`config.mk`:
```
export PLATFORM = sky130hd
export DESIGN_NAME = spi_xfer_ctrl
export DESIGN_NICKNAME = d
export VERILOG_FILES = /design/src/rtl/spi_xfer_ctrl_pkg.sv /design/src/rtl/spi_xfer_ctrl_sync_fifo.sv /design/src/rtl/spi_xfer_ctrl.sv
export SDC_FILE = /design/constraint.sdc
export NUM_CORES = 1
export LEC_CHECK = 0
export CAP_MARGIN = 20
export CORE_ASPECT_RATIO = 1.4
export CORE_MARGIN = 3
export CORE_UTILIZATION = 37
export CTS_BUF_LIST = sky130_fd_sc_hd__clkbuf_16
export DETAILED_ROUTE_END_ITERATION = 12
export SYNTH_ARGS = -nofsm -noshare
export SYNTH_HDL_FRONTEND = slang
export SYNTH_HIERARCHICAL = 1
export SYNTH_SLANG_ARGS = --single-unit
```
`constraint.sdc`:
```
create_clock -name clk -period 3.9 [get_ports clk]
set_clock_uncertainty 0.1 [all_clocks]
set_input_delay 0.78 -clock clk [delete_from_list [all_inputs] [get_ports clk]]
set_output_delay 0.78 -clock clk [all_outputs]
set_load 0.02 [all_outputs]
```
`src/rtl/spi_xfer_ctrl_pkg.sv`:
```
// Shared types and default sizing for the SPI transfer controller and its FIFOs.
package spi_xfer_ctrl_pkg;

  localparam int DEF_DATA_WIDTH = 8;
  localparam int DEF_FIFO_DEPTH = 8;
  localparam int TMR_W          = 16;

  typedef enum logic [1:0] {
    ST_IDLE      = 2'd0,
    ST_LAUNCH    = 2'd1,
    ST_WAIT_DONE = 2'd2
  } xfer_state_e;

endpackage

```
`src/rtl/spi_xfer_ctrl_sync_fifo.sv`:
```
// Single-clock FIFO with show-ahead read data and a count-based full/empty.
module sync_fifo #(
  parameter int DATA_WIDTH = 8,
  parameter int FIFO_DEPTH = 8
) (
  input  logic                  clk,
  input  logic                  rst_n,
  input  logic                  push_i,
  input  logic [DATA_WIDTH-1:0] push_data_i,
  input  logic                  pop_i,
  output logic [DATA_WIDTH-1:0] pop_data_o,
  output logic                  full_o,
  output logic                  empty_o
);

  localparam int             AW       = $clog2(FIFO_DEPTH);
  localparam logic [AW:0]    FULL_CNT = (AW+1)'(FIFO_DEPTH);

  logic [DATA_WIDTH-1:0] mem_q [FIFO_DEPTH];
  logic [AW-1:0]         wr_ptr_q, rd_ptr_q;
  logic [AW:0]           count_q, count_d;
  logic                  do_push, do_pop;

  assign full_o     = (count_q == FULL_CNT);
  assign empty_o    = (count_q == '0);
  // Full is judged before any same-cycle pop, so a push into a full FIFO is lost.
  assign do_push    = push_i && !full_o;
  assign do_pop     = pop_i && !empty_o;
  assign pop_data_o = mem_q[rd_ptr_q];

  always_comb begin
    count_d = count_q;
    case ({do_push, do_pop})
      2'b10:   count_d = count_q + (AW+1)'(1);
      2'b01:   count_d = count_q - (AW+1)'(1);
      default: count_d = count_q;
    endcase
  end

  always_ff @(posedge clk) begin
    if (do_push) mem_q[wr_ptr_q] <= push_data_i;
  end

  always_ff @(posedge clk or negedge rst_n) begin
    if (!rst_n) begin
      wr_ptr_q <= '0;
      rd_ptr_q <= '0;
      count_q  <= '0;
    end else begin
      if (do_push) wr_ptr_q <= wr_ptr_q + AW'(1);
      if (do_pop)  rd_ptr_q <= rd_ptr_q + AW'(1);
      count_q <= count_d;
    end
  end

endmodule

```
`src/rtl/spi_xfer_ctrl.sv`:
```
// Drains TX words one at a time into an SPI master and collects each reply
// into the RX FIFO, with a per-word timeout and sticky error flags.
module spi_xfer_ctrl
  import spi_xfer_ctrl_pkg::*;
#(
  parameter int DATA_WIDTH     = DEF_DATA_WIDTH,
  parameter int FIFO_DEPTH     = DEF_FIFO_DEPTH,
  parameter int TIMEOUT_CYCLES = 1024
) (
  input  logic                  clk,
  input  logic                  rst_n,
  input  logic                  wr_en,
  input  logic [DATA_WIDTH-1:0] wr_data,
  output logic                  tx_full,
  input  logic                  rd_en,
  output logic [DATA_WIDTH-1:0] rd_data,
  output logic                  rx_empty,
  input  logic                  enable,
  input  logic [1:0]            cfg_slave_sel,
  input  logic                  cfg_cpol,
  input  logic                  cfg_cpha,
  output logic                  spi_start,
  output logic [DATA_WIDTH-1:0] spi_tx_data,
  output logic [1:0]            spi_slave_sel,
  output logic                  spi_cpol,
  output logic                  spi_cpha,
  input  logic [DATA_WIDTH-1:0] spi_rx_data,
  input  logic                  spi_done,
  output logic                  busy,
  output logic                  err_timeout,
  output logic                  err_ovf,
  input  logic                  err_clr
);

  localparam logic [TMR_W-1:0] TO_LAST = TMR_W'(TIMEOUT_CYCLES - 1);

  xfer_state_e           state_q;
  logic [TMR_W-1:0]      tmr_q;
  logic                  start_q, busy_q, cpol_q, cpha_q;
  logic [1:0]            sel_q;
  logic [DATA_WIDTH-1:0] txd_q;
  logic                  err_to_q, err_ovf_q;

  logic [DATA_WIDTH-1:0] tx_head;
  logic                  tx_empty, rx_full;
  logic                  tx_pop, rx_push, to_hit;

  // A launch needs a free RX slot so the reply always has somewhere to land.
  assign tx_pop  = (state_q == ST_IDLE) && enable && !tx_empty && !rx_full;
  assign rx_push = (state_q == ST_WAIT_DONE) && spi_done;
  assign to_hit  = (state_q == ST_WAIT_DONE) && !spi_done && (tmr_q >= TO_LAST);

  sync_fifo #(.DATA_WIDTH(DATA_WIDTH), .FIFO_DEPTH(FIFO_DEPTH)) u_tx_fifo (
    .clk        (clk),
    .rst_n      (rst_n),
    .push_i     (wr_en),
    .push_data_i(wr_data),
    .pop_i      (tx_pop),
    .pop_data_o (tx_head),
    .full_o     (tx_full),
    .empty_o    (tx_empty)
  );

  sync_fifo #(.DATA_WIDTH(DATA_WIDTH), .FIFO_DEPTH(FIFO_DEPTH)) u_rx_fifo (
    .clk        (clk),
    .rst_n      (rst_n),
    .push_i     (rx_push),
    .push_data_i(spi_rx_data),
    .pop_i      (rd_en),
    .pop_data_o (rd_data),
    .full_o     (rx_full),
    .empty_o    (rx_empty)
  );

  // Timer reads 0 during LAUNCH, so TIMEOUT_CYCLES counts from the spi_start cycle.
  always_ff @(posedge clk or negedge rst_n) begin
    if (!rst_n) begin
      state_q <= ST_IDLE;
      tmr_q   <= '0;
      start_q <= 1'b0;
      busy_q  <= 1'b0;
      txd_q   <= '0;
      sel_q   <= '0;
      cpol_q  <= 1'b0;
      cpha_q  <= 1'b0;
    end else begin
      case (state_q)
        ST_IDLE: begin
          if (tx_pop) begin
            state_q <= ST_LAUNCH;
            start_q <= 1'b1;
            busy_q  <= 1'b1;
            tmr_q   <= '0;
            txd_q   <= tx_head;
            sel_q   <= cfg_slave_sel;
            cpol_q  <= cfg_cpol;
            cpha_q  <= cfg_cpha;
          end
        end
        ST_LAUNCH: begin
          state_q <= ST_WAIT_DONE;
          start_q <= 1'b0;
          tmr_q   <= tmr_q + TMR_W'(1);
        end
        ST_WAIT_DONE: begin
          if (spi_done || to_hit) begin
            state_q <= ST_IDLE;
            busy_q  <= 1'b0;
          end else begin
            tmr_q <= tmr_q + TMR_W'(1);
          end
        end
        default: begin
          state_q <= ST_IDLE;
          start_q <= 1'b0;
          busy_q  <= 1'b0;
        end
      endcase
    end
  end

  // A set event in the same cycle as err_clr keeps the flag raised.
  always_ff @(posedge clk or negedge rst_n) begin
    if (!rst_n) begin
      err_to_q  <= 1'b0;
      err_ovf_q <= 1'b0;
    end else begin
      if (to_hit)                err_to_q  <= 1'b1;
      else if (err_clr)          err_to_q  <= 1'b0;
      if (wr_en && tx_full)      err_ovf_q <= 1'b1;
      else if (err_clr)          err_ovf_q <= 1'b0;
    end
  end

  assign spi_start     = start_q;
  assign spi_tx_data   = txd_q;
  assign spi_slave_sel = sel_q;
  assign spi_cpol      = cpol_q;
  assign spi_cpha      = cpha_q;
  assign busy          = busy_q;
  assign err_timeout   = err_to_q;
  assign err_ovf       = err_ovf_q;

endmodule
```
==> impl_results.rst, run 1 <==
.. list-table::
   :header-rows: 1

   * - Metric
     - Value
   * - Register bit total from synthesis
     - 182
   * - Worst setup EP type
     - output port
   * - Sequential cell area fraction in the yosys report
     - 0.6482
   * - Finished Layout Cells
     - 832
   * - CTS buffer count
     - 17
   * - Source-to-sink clock delay at the later pin of the worst-skew pair
     - 430 ps
   * - Run status
     - complete, no violations
   * - Clock root buffer
     - clkbuf_16
   * - 1st-iter DRT viols
     - 224
   * - Arrival time of the worst setup path
     - between 2000 and 3000 ps
   * - Number of filler instances in the final layout
     - ~1,800
   * - Critical Path Start Type
     - register
   * - Die footprint
     - roughly 23,000 um^2
   * - Number of routed nets with antenna violations
     - 0
   * - Number of antenna violations at the first check in global routing
     - 0
   * - Number of distinct standard cells referenced by the synthesized netlist
     - 56
   * - Sequential cell area in the final layout
     - around 5200 um^2
   * - Antenna diodes
     - 0
   * - Routed wire per std cell
     - 18.45 um
   * - Total of buffers placed on input and output ports
     - 52
   * - RSZ-0062 raised after global routing
     - no
   * - Number of violations of the max-capacitance limit
     - 0
   * - Maximum fanout count along the critical path
     - 16
   * - Final std cell area, no fill
     - 9530 um^2
   * - Number of vias in the routed layout
     - approximately 4,400
   * - CTS tree
     - yes
   * - Fraction of layout cells with a size suffix above 1
     - 0.1871
   * - Effective utilization at floorplan
     - 0.3779
   * - Maximum operating frequency
     - between 0.2 and 0.3 GHz
   * - Number of global-route vias before repair
     - 4,718
   * - Post-CTS Setup Bufs
     - 0
   * - Final-layout worst hold slack
     - 204.2 ps
   * - Post-cts gate resize count
     - 0
   * - Largest area contributor in the synthesized netlist
     - edfxtp_1
   * - Cell with the largest stage delay on the worst path
     - mux4_1
   * - Setup slack at placement
     - 157.7 ps
   * - CTS clock-pin slew for the worst setup and hold paths
     - 70 ps
   * - Proportion of netlist area held by the largest area contributor
     - 0.4796
   * - Total chip power
     - 6.904 mW
   * - Endpoints failing setup
     - 0
   * - # rows
     - 63
   * - Placed cell area
     - 8853 um^2
   * - Leading register cell type out of synthesis
     - edfxtp_1
   * - Setup TNS after final layout
     - 0 ps
   * - CP cell instances
     - buf_4, mux4_1, mux2_2, clkdlybuf4s50_1
   * - DRC Markers
     - 0
   * - Critical path type
     - reg2out
   * - Maximum number of pins on one net before global-route repair
     - 44
   * - Worst IR drop on VDD
     - 0.0004450 V
   * - Final net count
     - about 600
   * - Synthesis-to-finish area growth
     - 18.92%
   * - Delay of the slowest cell on the worst path
     - 600 ps
   * - CTS Buffer Depth
     - 2
   * - CP Buf/Inv Count
     - 2
   * - Count of flip-flops with a built-in enable after synthesis
     - 128
   * - Placed wire-length estimate after detailed placement
     - 10,440 um
   * - Leakage component of the power
     - 3.489 nW
   * - Grt ovf
     - 0
   * - All-layer global routing usage
     - 0.1385
   * - Synthesis warning total
     - 6
   * - Final Worst Setup Slack
     - 448.0 ps
   * - CP top delay family
     - multiplexers
   * - Kind of path behind the tightest hold check
     - in2async
   * - Core region area
     - roughly 21,000 um^2
   * - Synthesized netlist net count
     - 531
   * - Synthesized area
     - between 8000 and 9000 um^2
   * - Boundary pin count
     - 53
   * - Async S/R FF share, synth
     - 0.2967
   * - Worst slew pin tran
     - about 970 ps
   * - Data required time of the critical path
     - 3020 ps
   * - P per Cell Area
     - around 720 nW/um^2
   * - Final core area utilization
     - 0.4495
   * - Area used by multi-input combinational logic
     - 2600 um^2
   * - First-pass GRT wire length
     - 24,930 um
   * - Hold buffer count at cts
     - 0
   * - Final Hold Viols
     - 0
   * - Final slew viol count
     - 0
   * - Total detailed-routing wirelength
     - 15,350 um
   * - Avg Synthesized Cell Area
     - 16.49 um^2
   * - Die Ht
     - 180.1 um
   * - Count of mapped cells out of synthesis
     - 486
   * - Width of the die
     - 130.4 um
   * - Minimum clock period
     - 3452 ps
   * - TritonRoute pass-1 iters
     - 4
   * - Relative max-transition margin
     - 0.3561
   * - GP Congestion
     - 0.7528
   * - Sink count of the clock tree
     - ~180
   * - Ranking of synthesized cells by area
     - edfxtp_1 (48%), dfrtp_1 (17%), mux4_1 (10%)
   * - Via density per instance
     - 5.293
   * - Final clock period utilization by the worst path
     - 0.8851
   * - Cell count after placement
     - 799
   * - CTS H-Tree Depth
     - 4
==> sequential cells by signal, indices dropped and copies added, names as in the netlist, 2 cells and up <==
register,cells
u_rx_fifo/wr_ptr_q,3
state_q,2
u_tx_fifo/count_q,4
u_rx_fifo/count_q,4
spi_tx_data,8
u_tx_fifo/mem_q,64
u_tx_fifo/rd_ptr_q,3
spi_slave_sel,2
tmr_q,16
u_rx_fifo/mem_q,64
u_tx_fifo/wr_ptr_q,3
u_rx_fifo/rd_ptr_q,3
==> layer usage <==
metal / GRT usage / part of all wire / vias to the layer above
li1: - / - / 2059
met1: 0.1543 / 0.40 / 2260
met2: 0.2561 / 0.56 / 71
met3: 0.02995 / 0.031 / 14
met4: 0.04652 / 0.013 / 0
met5: 0 / 0 / -
==> synth_stat cells, types with 4 or more instances <==
| cell | instances |
|---|---|
| o31ai_1 | 9 |
| nor3_1 | 7 |
| buf_2 | 5 |
| xnor2_1 | 10 |
| nor3b_1 | 6 |
| edfxtp_1 | 128 |
| o21ai_0 | 11 |
| ha_1 | 16 |
| mux4_1 | 32 |
| o21ai_1 | 5 |
| nor2_1 | 26 |
| buf_6 | 4 |
| inv_1 | 22 |
| mux2_2 | 34 |
| nand3_1 | 13 |
| nand2_1 | 28 |
| a21oi_1 | 11 |
| dfrtp_1 | 54 |
| nand2b_1 | 5 |
==> placed cells by master, fill, tap and decap left out, types with 3 or more instances in the layout <==
| cell type | synthesis | final |
|---|---|---|
| a21oi_1 | 11 | 11 |
| buf_4 | 1 | 18 |
| bufinv_16 | 0 | 3 |
| clkbuf_16 | 0 | 17 |
| clkdlybuf4s50_1 | 0 | 51 |
| clkinv_8 | 0 | 3 |
| dfrtp_1 | 54 | 54 |
| edfxtp_1 | 128 | 128 |
| ha_1 | 16 | 16 |
| inv_1 | 22 | 22 |
| inv_8 | 0 | 6 |
| mux2_2 | 34 | 34 |
| mux4_1 | 32 | 32 |
| nand2_1 | 28 | 28 |
| nand2b_1 | 5 | 5 |
| nand3_1 | 13 | 13 |
| nor2_1 | 26 | 26 |
| nor3_1 | 7 | 7 |
| nor3b_1 | 6 | 6 |
| nor4_1 | 3 | 3 |
| o21ai_0 | 11 | 11 |
| o21ai_1 | 5 | 5 |
| o31ai_1 | 9 | 9 |
| o41ai_1 | 3 | 3 |
| xnor2_1 | 10 | 10 |
==> power breakdown <==
| part | switching (mW) | internal [mW] | leakage [nW] |
|---|---|---|---|
| combinational | 1.08 | 1.18 | 1.34 |
| clock | 0.802 | 1.05 | 0.317 |
| sequential | 0.370 | 2.41 | 1.84 |
| total | 2.26 | 4.65 | 3.49 |
==> area by class of cell <==
cell class                 instances  share of cell area
timing repair buffer              71             0.07037
multi-input combinational        265              0.2728
tap                              260             0.03413
sequential                       182              0.5451
inverter                          22            0.008665
clock inverter                    15             0.02429
clock buffer                      17             0.04464
==> worst register-to-register path, cell delays in order (launching register included) <==
cell and delay (ps):
dfrtp_1 460, or4b_4 590, inv_1 90, or3b_4 160, nor2_1 60, o41ai_1 110
inv_1 170, ha_1 240, ha_1 350, or4b_2 670, o311ai_0 130, o211ai_1 120
==> worst paths after layout <==
path                                                    from  depth (start not counted)                               end  slack (ps)
max                        u_rx_fifo/rd_ptr_q[0]$_DFFE_PN0P_                          4                        rd_data[6]         450
min                                                    rst_n                          1  u_tx_fifo/count_q[2]$_DFFE_PN0P_         200
max reg2reg                 u_rx_fifo/count_q[0]$_DFFE_PN0P_                         11  u_tx_fifo/count_q[3]$_DFFE_PN0P_         540
min reg2reg                       spi_tx_data[4]$_DFFE_PN0P_                          1        spi_tx_data[4]$_DFFE_PN0P_         410
max in group asynchronous                              rst_n                          2      spi_slave_sel[0]$_DFFE_PN0P_        2940
min in group clk                  spi_tx_data[4]$_DFFE_PN0P_                          1        spi_tx_data[4]$_DFFE_PN0P_         410
==> cells by family (layout without fill, tap and decap cells) <==
group                    after synthesis  in the layout  share of synthesized area
multiplexers                          68             68                     0.1552
buffers and inverters                 39            125                    0.02732
AND/OR/NAND/NOR                      111            111                    0.07713
adder cells (fa/ha/maj)               18             18                    0.02998
flip-flops                           182            182                     0.6482
AO/OA/AOI/OAI                         56             56                    0.04902
XOR/XNOR                              12             12                    0.01311
(Power assumes the default switching activity.)
==> inputs of run 2 (changes only) <==
clock period = 3.4 ns   (was 3.9 ns; I/O delays follow)
==> run 2 against run 1 <==
  * Register-to-register slack got worse by 220 ps
  * Worst setup slack got worse by 340 ps
  * Hold slack got worse by 120 ps
  * Clock power increased by 6%
==> impl_results.rst, run 2 (synthesis gave the netlist of run 1 again) <==
.. list-table::
   :header-rows: 1

   * - Metric
     - Value
   * - First-pass GRT wire length
     - 24,870 um (-0.22%)
   * - Sw frac
     - 0.3322 (+0.005303)
   * - Setup TNS after final layout
     - 0 ps (unchanged)
   * - Reg-to-Reg Start
     - u_rx_fifo/count_q[1]$_DFFE_PN0P_
   * - Sequential cell area in the final layout
     - 5195 um^2 (unchanged)
   * - TritonRoute pass-1 iters
     - 4 (unchanged)
   * - Via density per instance
     - 5.244 (-0.93%)
   * - Final-layout worst hold slack
     - 82.26 ps (-121.9 ps)
   * - Delay of the slowest cell on the worst path
     - 600 ps (about the same)
   * - 1st-iter DRT viols
     - 162 (-28%)
   * - Kind of path behind the tightest hold check
     - in2async
   * - Effective utilization at floorplan
     - 0.3779 (unchanged)
   * - Post-CTS Setup Bufs
     - 0 (unchanged)
   * - Width of the die
     - 130.4 um (unchanged)
   * - Data required time of the critical path
     - 2620 ps (-400 ps)
   * - Clock root buffer
     - clkbuf_16
   * - Reg power frac
     - 0.396 (-0.007)
   * - # rows
     - 63 (unchanged)
   * - RSZ-0062 raised after global routing
     - no
   * - Final net count
     - 617 (+2.2%)
   * - Final clock period utilization by the worst path
     - 0.9696
   * - Number of routed nets with antenna violations
     - 0 (unchanged)
   * - Reg2reg setup slack
     - 320 ps (-220 ps)
   * - Critical Path Start Type
     - register
   * - Placed wire-length estimate after detailed placement
     - 10,670 um (+2.3%)
   * - Register-to-Register Path Depth
     - 11 (unchanged)
   * - Relative max-transition margin
     - 0.5284 (+0.1724)
   * - Commonest cells after routing, fill and taps aside
     - edfxtp_1 (128), dfrtp_1 (54), clkdlybuf4s50_1 (51), mux2_2 (34), mux4_1 (32)
   * - Worst setup EP type
     - output port
   * - Number of global-route vias before repair
     - 4,741 (+0.49%)
   * - CTS Buffer Depth
     - 2 (unchanged)
   * - Sink count of the clock tree
     - 182 (unchanged)
   * - P per Cell Area
     - 819.9 nW/um^2 (+13%)
   * - CTS buffer count
     - 17 (unchanged)
   * - Maximum number of pins on one net before global-route repair
     - 38 (-14%)
   * - Maximum operating frequency
     - 0.3033 GHz
   * - Number of antenna violations at the first check in global routing
     - 0 (unchanged)
   * - GP Congestion
     - 0.7719 (+2.5%)
   * - CTS clock-pin slew for the worst setup and hold paths
     - 80 ps (about the same)
   * - Source-to-sink clock delay at the later pin of the worst-skew pair
     - 430 ps (about the same)
   * - Routed wire per std cell
     - 18.32 um (-0.73%)
   * - Die footprint
     - 23,490 um^2 (unchanged)
   * - Total of buffers placed on input and output ports
     - 52 (unchanged)
   * - Die Ht
     - 180.1 um (unchanged)
   * - Antenna diodes
     - 0 (unchanged)
   * - Grt ovf
     - 0 (unchanged)
   * - DRC Markers
     - 0 (unchanged)
   * - Worst slew pin tran
     - 707.4 ps (-258.5 ps)
   * - Cell with the largest stage delay on the worst path
     - mux4_1
   * - Arrival time of the worst setup path
     - 2520 ps (-50 ps)
   * - Clock group share of total power
     - 0.251 (-0.018)
   * - Fraction of layout cells with a size suffix above 1
     - 0.2051 (+0.01807)
   * - Synthesis-to-finish area growth
     - 19.41%
   * - CTS tree
     - yes
   * - Proportion of power drawn by combinational gates
     - 0.352 (+0.024)
   * - Worst IR drop on VDD
     - 0.0004672 V (+5.0%)
   * - Run status
     - complete, no violations
   * - CTS H-Tree Depth
     - 4 (unchanged)
   * - Most common cell after layout, fill and taps aside
     - edfxtp_1
   * - Pint
     - 5.240 mW (+13%)
   * - Number of vias in the routed layout
     - 4,431 (+0.61%)
   * - Biggest registers after layout
     - u_rx_fifo/mem_q: 64 flops, u_tx_fifo/mem_q: 64 flops, tmr_q: 16 flops
   * - Worst reg2reg path endpoint
     - u_tx_fifo/count_q[3]$_DFFE_PN0P_
   * - Core region area
     - 21,200 um^2 (unchanged)
   * - Final slew viol count
     - 0 (unchanged)
   * - Final Hold Viols
     - 0 (unchanged)
   * - Number of violations of the max-capacitance limit
     - 0 (unchanged)
   * - CP cell instances
     - buf_6, mux4_1, mux2_2, clkdlybuf4s50_1
   * - Minimum clock period
     - 3297 ps
   * - Maximum fanout count along the critical path
     - 16 (unchanged)
   * - All-layer global routing usage
     - 0.1380 (-0.0004806)
   * - Endpoints failing setup
     - 0 (unchanged)
   * - Leakage component of the power
     - 3.533 nW (+1.3%)
   * - Critical path type
     - reg2out
   * - Net load switching power
     - 2.606 mW (+15%)
   * - Boundary pin count
     - 53 (unchanged)
   * - Number of filler instances in the final layout
     - 1,838 (-0.11%)
   * - Area used by multi-input combinational logic
     - 2600 um^2 (unchanged)
   * - Total detailed-routing wirelength
     - 15,480 um (+0.82%)
[run 2: how the worst max path moves through the flow]
stage / startpoint / endpoint / slack [ps] / cells after the start
after floorplan: enable / u_tx_fifo/count_q[3]$_DFFE_PN0P_ / 30 / 10
after global placement: enable / u_tx_fifo/count_q[3]$_DFFE_PN0P_ / 50 / 10
after detailed placement: enable / u_tx_fifo/count_q[3]$_DFFE_PN0P_ / -30 / 10
after CTS: u_rx_fifo/rd_ptr_q[0]$_DFFE_PN0P_ / rd_data[5] / 50 / 4
after global routing: u_rx_fifo/rd_ptr_q[0]$_DFFE_PN0P_ / rd_data[3] / 20 / 4
final: u_rx_fifo/rd_ptr_q[0]$_DFFE_PN0P_ / rd_data[5] / 100 / 4
[run 2: metal layers]
metal  up-vias  global-route usage  wire length [um]
met5         -                   0                 0
met4         0             0.04570               309
met3        22             0.03321               534
li1       2087                   -                 -
met1      2239              0.1549              6071
met2        83              0.2520              8563
[run 2: through the flow]
step	util	power [mW]	std cells	cell area, um^2	setup slack (ps)
after floorplan	-	5.067	486	8016	32.69
after global placement	0.4225	5.845	813	8959	47.15
after detailed placement	0.4225	5.963	813	8959	-26.99
after CTS	0.4513	7.969	845	9569	52.45
after global routing	0.4513	8.312	845	9569	24.76
final	0.4513	7.846	845	9569	103.4
[run 2: critical path: cells and delay by family, from the launching register on]
kind,cells,cell delay [ps]
buffers and inverters,2,790
flip-flops,1,420
multiplexers,2,890
[run 2: timing repair]
item                       CTS  global route
gates resized for setup      1             0
hold buffers                 0             0
setup endpoints to repair    1             0
[run 2: power groups by stage]
| stage | logic, mW | clock network (mW) | registers, mW |
|---|---|---|---|
| 5_1_grt | 3.03 | 2.13 | 3.16 |
| 3_3_place_gp | 2.71 | 0 | 3.14 |
| 6_report | 2.77 | 1.97 | 3.11 |
| 4_1_cts | 2.82 | 2.03 | 3.12 |
| 2_1_floorplan | 1.95 | 0 | 3.11 |
| 3_5_place_dp | 2.80 | 0 | 3.16 |
[run 2: final cells by class]
type	count	area share
Clock inverter	15	0.01896
Inverter	22	0.008630
Multi-Input combinational cell	265	0.2717
Tap cell	260	0.03400
Sequential cell	182	0.5429
Timing Repair Buffer	84	0.07937
Clock buffer	17	0.04446
==> inputs of run 3 (changes only) <==
CTS_BUF_LIST = sky130_fd_sc_hd__clkbuf_8   (was sky130_fd_sc_hd__clkbuf_16)
==> run 3 against run 2 <==
  * Via count is 0.47% lower
  * Design area is 1.9% lower
  * First-iteration DRC count is 12% higher
  * Non-clock buffer count stayed put
  * Critical path depth stayed put
  * Maximum frequency is 0.72% higher
  * Utilization is 0.88 points lower
  * Sequential power hardly changed
  * Critical path type unchanged
  * Die area stayed put
  * Register-to-register slack hardly changed
  * Largest cell class unchanged
==> impl_results.rst, run 3 (synthesis gave the netlist of run 1 again) <==
.. list-table::
   :header-rows: 1

   * - Metric
     - Value
   * - CTS tree
     - yes
   * - Worst setup EP type
     - output port
   * - P per Cell Area
     - 784.4 nW/um^2 (-4.3%)
   * - Run status
     - complete, no violations
   * - First-pass GRT wire length
     - 24,760 um (-0.47%)
   * - Critical path type
     - reg2out
   * - Placed wire-length estimate after detailed placement
     - 10,670 um (unchanged)
   * - Die Ht
     - 180.1 um (unchanged)
   * - Finished Layout Cells
     - 845 (unchanged)
   * - Maximum fanout count along the critical path
     - 16 (unchanged)
   * - Total of buffers placed on input and output ports
     - 52 (unchanged)
   * - Net load switching power
     - 2.546 mW (-2.3%)
   * - Source-to-sink clock delay at the later pin of the worst-skew pair
     - 460 ps (+30 ps)
   * - Final slew viol count
     - 0 (unchanged)
   * - Reg power frac
     - 0.422 (+0.026)
   * - Routed wire per std cell
     - 18.20 um (-0.63%)
   * - Number of vias in the routed layout
     - 4,410 (-0.47%)
   * - Biggest registers after layout
     - u_rx_fifo/mem_q: 64 flops, u_tx_fifo/mem_q: 64 flops, tmr_q: 16 flops
   * - Grt ovf
     - 0 (unchanged)
   * - Final core area utilization
     - 0.4425 (-0.008792)
   * - DRC Markers
     - 0 (unchanged)
   * - Critical Path Start Type
     - register
   * - Kind of path behind the tightest hold check
     - in2async
   * - Relative max-transition margin
     - 0.5143 (-0.01407)
   * - 1st-iter DRT viols
     - 182 (+12%)
   * - Worst slew pin tran
     - 728.5 ps (+21.11 ps)
   * - Die footprint
     - 23,490 um^2 (unchanged)
   * - RSZ-0062 raised after global routing
     - no
   * - Core region area
     - 21,200 um^2 (unchanged)
   * - Clock root buffer
     - clkbuf_8
   * - Final Hold Viols
     - 0 (unchanged)
   * - Boundary pin count
     - 53 (unchanged)
   * - Commonest cells after routing, fill and taps aside
     - edfxtp_1 (128), dfrtp_1 (53), clkdlybuf4s50_1 (51), mux2_2 (34), mux4_1 (32)
   * - CTS H-Tree Depth
     - 4 (unchanged)
   * - Antenna diodes
     - 0 (unchanged)
   * - Data required time of the critical path
     - 2620 ps (about the same)
   * - Number of routed nets with antenna violations
     - 0 (unchanged)
   * - Maximum operating frequency
     - 0.3055 GHz (+0.72%)
   * - GP Congestion
     - 0.7719 (unchanged)
   * - Hold buffer count at cts
     - 0 (unchanged)
   * - TritonRoute pass-1 iters
     - 4 (unchanged)
   * - CTS buffer count
     - 17 (unchanged)
   * - Total detailed-routing wirelength
     - 15,380 um (-0.63%)
   * - Sink count of the clock tree
     - 182 (unchanged)
   * - # rows
     - 63 (unchanged)
   * - Clock group share of total power
     - 0.202 (-0.049)
   * - Worst IR drop on VDD
     - 0.0004298 V (-8.0%)
   * - Number of filler instances in the final layout
     - 1,866 (+1.5%)
   * - Sw frac
     - 0.3459 (+0.01379)
   * - CTS clock-pin slew for the worst setup and hold paths
     - 100 ps (+20 ps)
   * - Synthesis-to-finish area growth
     - 17.08%
   * - Arrival time of the worst setup path
     - 2490 ps (-30 ps)
   * - All-layer global routing usage
     - 0.1370 (-0.0009962)
   * - Leakage component of the power
     - 3.446 nW (-2.5%)
   * - Pint
     - 4.814 mW (-8.1%)
   * - CTS Buffer Depth
     - 2 (unchanged)
   * - Minimum clock period
     - 3273 ps (-23.44 ps)
   * - Fraction of layout cells with a size suffix above 1
     - 0.2068 (+0.001709)
   * - Endpoints failing setup
     - 0 (unchanged)
   * - Most common cell after layout, fill and taps aside
     - edfxtp_1
   * - Proportion of power drawn by combinational gates
     - 0.376 (+0.024)
   * - Number of violations of the max-capacitance limit
     - 0 (unchanged)
   * - Final net count
     - 617 (unchanged)
   * - Width of the die
     - 130.4 um (unchanged)
   * - Maximum number of pins on one net before global-route repair
     - 38 (unchanged)
   * - Effective utilization at floorplan
     - 0.3779 (unchanged)
   * - Via density per instance
     - 5.219 (-0.47%)
   * - Number of global-route vias before repair
     - 4,739 (-0.042%)
   * - Final clock period utilization by the worst path
     - 0.9627 (-0.006895)
   * - Cell count after placement
     - 813 (unchanged)
   * - Number of antenna violations at the first check in global routing
     - 0 (unchanged)
-- run 3: power by group through the flow --
stage                     Sequential [mW]  Combinational [mW]  Clock (mW)
after floorplan                      3.11                1.95           0
after detailed placement             3.16                2.80           0
after global placement               3.14                2.71           0
final                                3.11                2.77        1.48
after CTS                            3.12                2.82        1.53
after global routing                 3.16                3.03        1.63
-- run 3: final timing paths --
kind / from / slack, ps / endpoint / depth (start not counted)
setup / recovery: u_rx_fifo/rd_ptr_q[0]$_DFFE_PN0P_ / 130 / rd_data[5] / 4
setup reg to reg: u_rx_fifo/count_q[1]$_DFFE_PN0P_ / 330 / u_tx_fifo/count_q[3]$_DFFE_PN0P_ / 11
min in group clk: tmr_q[14]$_DFFE_PN0P_ / 420 / tmr_q[14]$_DFFE_PN0P_ / 1
max in group asynchronous: rst_n / 2280 / u_rx_fifo/rd_ptr_q[0]$_DFFE_PN0P_ / 2
hold / removal: rst_n / 40 / u_tx_fifo/count_q[1]$_DFFE_PN0P_ / 1
hold reg to reg: tmr_q[14]$_DFFE_PN0P_ / 420 / tmr_q[14]$_DFFE_PN0P_ / 1
-- run 3: worst max-delay path: stages, from the launching register on --
cell	delay, ps
dfrtp_2	420
buf_8	210
mux4_1	590
mux2_2	290
clkdlybuf4s50_1	540
-- run 3: cell type report --
| class | instances | area (um^2) | area share |
|---|---|---|---|
| sequential | 182 | 5196 | 0.5538 |
| clock buffer | 17 | 234.0 | 0.02494 |
| timing repair buffer | 84 | 763.2 | 0.08134 |
| clock inverter | 15 | 181.4 | 0.01934 |
| inverter | 22 | 82.58 | 0.008801 |
| tap | 260 | 325.3 | 0.03467 |
| multi-input combinational | 265 | 2600 | 0.2771 |
-- run 3: metrics by stage --
step / worst slack, ps / hold slack, ps / TNS, ps / cell area (um^2) / power, mW
after CTS: 4.471 / 20.52 / 0 / 9378 / 7.467
final: 126.9 / 41.54 / 0 / 9383 / 7.360
after detailed placement: -26.99 / 396.9 / -26.99 / 8959 / 5.963
after floorplan: 32.69 / 284.4 / 0 / 8016 / 5.067
after global routing: 37.52 / 31.43 / 0 / 9383 / 7.819
after global placement: 47.15 / 393.4 / 0 / 8959 / 5.845
-- run 3: routing by layer --
| metal | global-route usage | up-vias | wire [um] |
|---|---|---|---|
| met3 | 0.02966 | 21 | 588 |
| met4 | 0.04611 | 0 | 287 |
| met2 | 0.2515 | 99 | 8501 |
| met5 | 0 | - | 0 |
| met1 | 0.1543 | 2211 | 6005 |
| li1 | - | 2079 | - |
-- run 3: what timing repair did --
| action | 4_1_cts | 5_1_grt |
|---|---|---|
| gates resized for setup | 1 | 2 |
| setup buffers | 0 | 0 |
| setup endpoints to repair | 8 | 6 |
